==> src/rtl/pipe_ctrl.sv <==
// Pipeline control: stall vector, flush pulse with restart PC, and a consecutive-stall watchdog.
// Define PIPE_CTRL_PERF_CNT_EN to build the stall/flush performance counters.
module pipe_ctrl #(
    parameter int unsigned STALL_LIMIT = 1024,
    parameter int unsigned CNT_W       = 32
) (
    input  logic             clk,
    input  logic             rst,
    input  logic             stallreq_id,
    input  logic             stallreq_ex,
    input  logic             flush_req,
    input  logic [31:0]      flush_pc,
    output logic [5:0]       stall,
    output logic             flush,
    output logic [31:0]      new_pc,
    output logic             stall_timeout,
    output logic [CNT_W-1:0] stall_cnt,
    output logic [CNT_W-1:0] flush_cnt
);

    localparam int unsigned RUN_W = $clog2(STALL_LIMIT + 1);

    localparam logic [5:0] STALL_EX   = 6'b001111;
    localparam logic [5:0] STALL_ID   = 6'b000111;
    localparam logic [5:0] STALL_NONE = 6'b000000;

    typedef enum logic [1:0] {
        RUN   = 2'd0,
        STALL = 2'd1,
        FLUSH = 2'd2
    } state_t;

    state_t           state;
    state_t           state_nxt;
    logic [5:0]       stall_vec;
    logic             stall_any;
    logic [RUN_W-1:0] run_cnt;

    // State register
    always_ff @(posedge clk or negedge rst) begin
        if (!rst) begin
            state <= RUN;
        end else begin
            state <= state_nxt;
        end
    end

    // Next state and stall vector; requests are ignored for the vector while flushing
    always_comb begin
        state_nxt = state;
        stall_vec = STALL_NONE;
        if (state != FLUSH) begin
            if (stallreq_ex) begin
                stall_vec = STALL_EX;
            end else if (stallreq_id) begin
                stall_vec = STALL_ID;
            end
        end
        if (flush_req) begin
            state_nxt = FLUSH;
        end else if (stallreq_id || stallreq_ex) begin
            state_nxt = STALL;
        end else begin
            state_nxt = RUN;
        end
    end

    // Stall is combinational, so reset gates it to keep all outputs clear during reset
    assign stall     = rst ? stall_vec : STALL_NONE;
    assign stall_any = |stall_vec;
    assign flush     = (state == FLUSH);

    // Restart PC captured whenever a flush is requested
    always_ff @(posedge clk or negedge rst) begin
        if (!rst) begin
            new_pc <= 32'h0;
        end else if (flush_req) begin
            new_pc <= flush_pc;
        end
    end

    // Consecutive-stall watchdog; timeout is sticky until reset
    always_ff @(posedge clk or negedge rst) begin
        if (!rst) begin
            run_cnt       <= '0;
            stall_timeout <= 1'b0;
        end else if (stall_any) begin
            if (run_cnt < RUN_W'(STALL_LIMIT)) begin
                run_cnt <= run_cnt + RUN_W'(1);
            end
            if (run_cnt >= RUN_W'(STALL_LIMIT - 1)) begin
                stall_timeout <= 1'b1;
            end
        end else begin
            run_cnt <= '0;
        end
    end

`ifdef PIPE_CTRL_PERF_CNT_EN
    logic [CNT_W-1:0] stall_cnt_q;
    logic [CNT_W-1:0] flush_cnt_q;

    // Free-running event counters, wrapping at 2^CNT_W
    always_ff @(posedge clk or negedge rst) begin
        if (!rst) begin
            stall_cnt_q <= '0;
            flush_cnt_q <= '0;
        end else begin
            if (stall_any) begin
                stall_cnt_q <= stall_cnt_q + CNT_W'(1);
            end
            if (state == FLUSH) begin
                flush_cnt_q <= flush_cnt_q + CNT_W'(1);
            end
        end
    end

    assign stall_cnt = stall_cnt_q;
    assign flush_cnt = flush_cnt_q;
`else
    assign stall_cnt = '0;
    assign flush_cnt = '0;
`endif

endmodule

==> config.mk <==
export PLATFORM = sky130hd
export DESIGN_NAME = pipe_ctrl
export DESIGN_NICKNAME = d
export VERILOG_FILES = /design/src/rtl/pipe_ctrl.sv
export SDC_FILE = /design/constraint.sdc
export NUM_CORES = 1
export LEC_CHECK = 0
export ABC_AREA = 1
export CAP_MARGIN = 20
export CORE_ASPECT_RATIO = 0.9
export CORE_MARGIN = 2
export CORE_UTILIZATION = 39
export DETAILED_ROUTE_END_ITERATION = 8
export MAX_ROUTING_LAYER = met4
export PLACE_DENSITY = 0.81
export SLEW_MARGIN = 30
export SYNTH_ARGS = -nofsm -noshare
export SYNTH_HDL_FRONTEND = slang
export SYNTH_SLANG_ARGS = --single-unit
export TNS_END_PERCENT = 1
==> constraint.sdc <==
create_clock -name clk -period 1.6 [get_ports clk]
set_input_delay 0.4 -clock clk [delete_from_list [all_inputs] [get_ports clk]]
set_output_delay 0.4 -clock clk [all_outputs]
set_load 0.005 [all_outputs]
==> reports/results.ini, run 1 <==
[outcome]
outcome=complete, no violations

[finish]
final_core_util_pct=50.85
drive_gt1_share_pct=22.48
area_growth_pct=28.30
diodes=0
nets=344
fillCellCount=552

[sta]
clock_skew_ps=12.33
finalSetupTns_ps=0
hold_ws_ps=187.7
max-slew-margin-rel_pct=62.00
finalMaxSlewViolations=0
finalSetupViolCount=0
min_period_ps=1558
hold_viol_final=0
fmax_mhz=641.7
fin_crit_sh_pct=97.39
worst_pin_slew_ps=570.0
rsz0062_at_grt=no

[global_routing]
grt_usage_pct=13.19
grt_pass1_wl_mm=7.031
grt_max_degree=47
antenna_found_initial=0
grt_overflow=0
grt_pass1_vias=1551

[min_path]
hp-class=in -> async

[synth]
ys_seq_area_share_pct=44.81
synth_warnings=0
yosysUniqueCellTypes=27
yosys_register_bits=46
syn_inst=228
synth_area_per_cell_um2=11.27
syn_area_um2=2569

[routing]
num_vias=1602
first_iter_violations=38
drcViolationCount=0
ant_nets=0
wl_per_cell_um=11.28
viasPerCell=4.035
drt_pass1_iterations=3
drt_wl_total_mm=4.477

[critical_path]
reg2reg_to=run_cnt[6]
critPathTopFamily=buffers and inverters
path_class=reg -> out
crit_buf_inv=1
reg2reg_from=run_cnt[0]
critPathMaxStageDelay_ps=500
crit_required_ps=1200
crit_slowest_cell=clkdlybuf4s50_1
reg2reg_setup_slack_ps=360
start_kind=flop
r2r.worst_path.cells=5
cp-end-kind=output pin
arrival_ps=1160
crit_chain=clkdlybuf4s50_1
worst-path-max-fanout=2

[power]
p_leak_nw=1.851
irDropWorstVdd_mv=0.4309
p_per_area_nw_per_um2=786.2
total_power_mw=2.591

[run]
drv_cap=0

[die]
die-area_um2=7252
ios=141
die_h_um=80.99
die_x_um=89.55
core_area_um2=6481
rows=28
initial_core_util_pct=39.63

[clock_network]
cts_buffer_depth=2
clkSinkCount=46
htree_levels=2
tritoncts=yes
post_cts_buffers=0
numCtsBuffers=5
root_buffer=clkbuf_8
clk_latency_ps=300
clk_pin_slew_worst_paths_ps=90

[placed_design]
place_congestion=0.8530
portBuffers=74
hpwlAfterDp_mm=3.474

how the worst max path moves through the flow:
stage                      startpoint    endpoint  slack (ps)  cells after the start
after floorplan           stallreq_ex    stall[1]         270                      5
after global placement    stallreq_ex    stall[0]        -500                      6
after detailed placement  stallreq_ex    stall[1]        -550                      6
after CTS                 stallreq_ex    stall[2]        -150                      6
after global routing       new_pc[19]  new_pc[19]         0.5                      1
final                      new_pc[23]  new_pc[23]          40                      1
placed cells by master, fill, tap and decap left out, drive strengths merged, types with 2 or more instances in the layout:
| master | Yosys | routed |
|---|---|---|
| conb | 1 | 66 |
| o21ai | 3 | 3 |
| nand2 | 18 | 18 |
| inv | 18 | 19 |
| dfrtp | 46 | 46 |
| dlygate4sd2 | 0 | 5 |
| clkbuf | 0 | 7 |
| nand3 | 5 | 5 |
| nand4 | 2 | 2 |
| buf | 72 | 10 |
| nor3 | 2 | 2 |
| nor2 | 16 | 16 |
| clkdlybuf4s50 | 0 | 37 |
| dlymetal6s2s | 0 | 26 |
| mux2 | 32 | 32 |
| a21oi | 10 | 10 |
per-stage QoR:
step / setup slack (ps) / area, um2 / cells
after floorplan: 270.3 / 2813 / 293
after global placement: -503.4 / 3149 / 389
after detailed placement: -549.9 / 3149 / 389
after CTS: -145.2 / 3237 / 397
after global routing: 0.4979 / 3296 / 397
final: 41.71 / 3296 / 397
final cells by class:
type	instances	area, um2	share of cell area [%]
Clock inverter	1	8.758	0.2658
Tap cell	90	112.6	3.417
Sequential cell	46	1151	34.93
Inverter	18	67.56	2.050
Multi-Input combinational cell	157	1057	32.08
Timing Repair Buffer	78	812.0	24.64
Clock buffer	7	86.33	2.620
logic make-up after synthesis:
| kind of cell | after synthesis | share of synthesized area, % |
|---|---|---|
| compound gates | 14 | 2.971 |
| other cells | 1 | 0.1460 |
| mux | 32 | 18.27 |
| buf+inv | 90 | 24.01 |
| simple gates | 43 | 8.962 |
| flops | 46 | 44.81 |
| fa+ha+maj | 1 | 0.4870 |
| xor+xnor | 1 | 0.3410 |
metal layers:
metal	GRT usage, %	share of wire, %	vias to the layer above
li1	-	-	747
met1	15.54	41	756
met2	20.07	48	88
met3	4.573	8.5	11
met4	6.418	2.1	0
met5	-	0	-
synthesized netlist by cell type (all sizes together):
| master | n | share of area [%] |
|---|---|---|
| nor3 | 2 | 0.58 |
| buf | 72 | 21 |
| conb | 1 | 0.15 |
| dfrtp | 46 | 45 |
| nand2 | 18 | 3.2 |
| nor2 | 16 | 3.1 |
| nand3 | 5 | 1.6 |
| xor2 | 1 | 0.34 |
| o21ai | 3 | 0.58 |
| o21a | 1 | 0.29 |
| a21oi | 10 | 2.1 |
| mux2 | 32 | 18 |
| ha | 1 | 0.49 |
| nand4 | 2 | 0.49 |
| inv | 18 | 2.6 |
where the power goes:
part           internal [mW]  switching (mW)
Combinational          0.332           0.195
Clock                  0.357           0.390
Sequential              1.26          0.0603
Total                   1.95           0.645
flip-flops by register name, summed over array words and instances, names as in the netlist:
signal	cells
state	2
new_pc	32
run_cnt	11
stall_timeout	1
timing repair:
item,CTS,global route
endpoints found under the hold margin,0,0
resized for setup,25,28
setup endpoints to repair,9,28
pin swaps,1,2
hold buffers,0,0
Power figures use the tool's default switching activity.
==> inputs of run 2 (changes only) <==
--- a/config.mk
+++ b/config.mk
@@ -11,8 +11,9 @@
 export CORE_MARGIN = 2
 export CORE_UTILIZATION = 39
 export DETAILED_ROUTE_END_ITERATION = 8
-export MAX_ROUTING_LAYER = met4
+export GPL_ROUTABILITY_DRIVEN = 0
 export PLACE_DENSITY = 0.81
+export SETUP_SLACK_MARGIN = 0.5
 export SLEW_MARGIN = 30
 export SYNTH_ARGS = -nofsm -noshare
 export SYNTH_HDL_FRONTEND = slang
==> run 2 against run 1 <==
Core utilization rose by 0.39 points. Critical path depth rose by 4. Sequential power barely moved. Flip-flop and latch count did not move.
==> reports/results.ini, run 2 (same netlist as run 1, synthesis figures left out) <==
[outcome]
outcome=complete, no violations

[placed_design]
hpwlAfterDp_mm=3.615  ; +4.1%
place_area_um2=3187  ; +1.2%
placedCellCount=389  ; unchanged
portBuffers=74  ; unchanged

[routing]
ant_nets=0  ; unchanged
viasPerCell=4.020  ; -0.39%
drt_pass1_iterations=3  ; unchanged
first_iter_violations=52  ; +37%
drt_wl_total_mm=4.724  ; +5.5%
num_vias=1632  ; +1.9%
wl_per_cell_um=11.64  ; +3.2%
drcViolationCount=0  ; unchanged

[clock_network]
clkSinkCount=46  ; unchanged
clk_latency_ps=300  ; about the same
clk_pin_slew_worst_paths_ps=90  ; about the same
cts_buffer_depth=2  ; unchanged
numCtsBuffers=5  ; unchanged
tritoncts=yes
root_buffer=clkbuf_8
htree_levels=2  ; unchanged

[sta]
fmax_mhz=645.0  ; +0.51%
max-slew-margin-rel_pct=62.11  ; +0.11 points
hold_viol_final=0  ; unchanged
fin_crit_sh_pct=96.90  ; -0.50 points
finalMaxSlewViolations=0  ; unchanged
worst_pin_slew_ps=568.4  ; -1.652 ps
clock_skew_ps=4.454  ; -7.874 ps
rsz0062_at_grt=yes
hold_ws_ps=183.2  ; -4.516 ps
min_period_ps=1550  ; -7.965 ps
finalSetupViolCount=0  ; unchanged

[die]
die-area_um2=7252  ; unchanged
initial_core_util_pct=39.63  ; unchanged
ios=141  ; unchanged
die_h_um=80.99  ; unchanged
die_x_um=89.55  ; unchanged
rows=28  ; unchanged
core_area_um2=6481  ; unchanged

[critical_path]
worst-path-max-fanout=3  ; +1
crit_chain=buf_6 > nand2_4 > nand2_4 > nor2_4 > buf_2
cp-end-kind=output pin
r2r.worst_path.cells=7  ; +2
path_class=reg -> out
critPathTopFamily=flip-flops
start_kind=flop
reg2reg_setup_slack_ps=360  ; about the same
crit_required_ps=1200  ; about the same
crit_buf_inv=2  ; +1
cp_num_cells=5  ; +4
endpoint=stall[0]
crit_path_frequent_cell=nand2_4
crit_path_start=state[1]
reg2reg_to=stall_timeout
crit_slowest_cell=dfrtp_1
arrival_ps=1150  ; about the same
critPathMaxStageDelay_ps=410  ; -90 ps
reg2reg_from=state[0]

[finish]
area_growth_pct=29.27
finish.instance_area_um2=3321  ; +0.76%
final_common_cell=conb_1
final_core_util_pct=51.24  ; +0.39 points
fin_cells=406  ; +2.3%
top_register=new_pc
top_regs=new_pc x32, run_cnt x11, state x2
largest_register_ffs=32  ; unchanged
diodes=0  ; unchanged
final_cell_mix=conb_1 (66), dfrtp_1 (46), dlygate4sd2_1 (35), clkdlybuf4s50_1 (32), mux2_4 (29)
nets=353  ; +2.6%
drive_gt1_share_pct=25.63  ; +3.2 points

[global_routing]
grt_overflow=0  ; unchanged
grt_usage_pct=13.70  ; +0.51 points
grt_pass1_vias=1610  ; +3.8%
grt_pass1_wl_mm=7.631  ; +8.5%
grt_max_degree=47  ; unchanged
antenna_found_initial=0  ; unchanged

[power]
irDropWorstVdd_mv=0.4916  ; +14%
p_per_area_nw_per_um2=829.2  ; +5.5%
p_leak_nw=1.719  ; -7.2%

[run]
drv_cap=0  ; unchanged

[min_path]
hp-class=in -> async

==> run 2: changes by cell type in the layout (fill, tap and decap cells not counted), moves of 2 or more <==
cell,delta
dlymetal6s2s_1,-26
nand2_2,-2
buf_4,+8
dlygate4sd2_1,+30
inv_2,-2
clkdlybuf4s50_1,-5
nand2_4,+3
==> run 2: per-layer routing <==
| metal | GRT usage (%) | vias to the layer above | share of wire, % |
|---|---|---|---|
| li1 | - | 768 | - |
| met1 | 15.75 | 783 | 39 |
| met2 | 23.24 | 72 | 52 |
| met3 | 4.268 | 9 | 7.0 |
| met4 | 6.119 | 0 | 2.3 |
| met5 | 0 | - | 0 |
==> run 2: repair_timing <==
action	CTS	global route
gates resized for setup	57	0
endpoints found under the setup margin	50	48
buffers inserted	9	0
pin swaps	2	0
hold buffers	0	0
==> run 2: area by class of cell <==
type	instances	area, um2
clock inverter	3	48.80
fill	609	3161
multi-input combinational	157	1075
timing repair buffer	87	782.0
tap	90	112.6
inverter	18	82.58
clock buffer	5	68.82
sequential	46	1151
==> run 2: worst min-delay path by stage <==
| stage | from | end | cells after the start |
|---|---|---|---|
| final | rst | new_pc[22] | 2 |
| after global placement | stall_timeout | stall_timeout | 2 |
| after CTS | rst | new_pc[14] | 2 |
| after floorplan | rst | new_pc[0] | 0 |
| after global routing | rst | new_pc[22] | 2 |
| after detailed placement | stall_timeout | stall_timeout | 2 |
==> run 2: per-stage QoR <==
step	setup WS (ps)	total power, mW	TNS (ps)
after global placement	-601.5	1.896	-3337
after global routing	3.949	2.907	0
final	49.68	2.754	0
after detailed placement	-632.1	1.913	-3720
after floorplan	399.7	1.702	0
after CTS	46.13	2.791	0
==> run 2: power by group <==
part	internal (mW)	switching (mW)
Combinational	0.327	0.214
Sequential	1.26	0.0531
Clock	0.476	0.428
Total	2.06	0.695
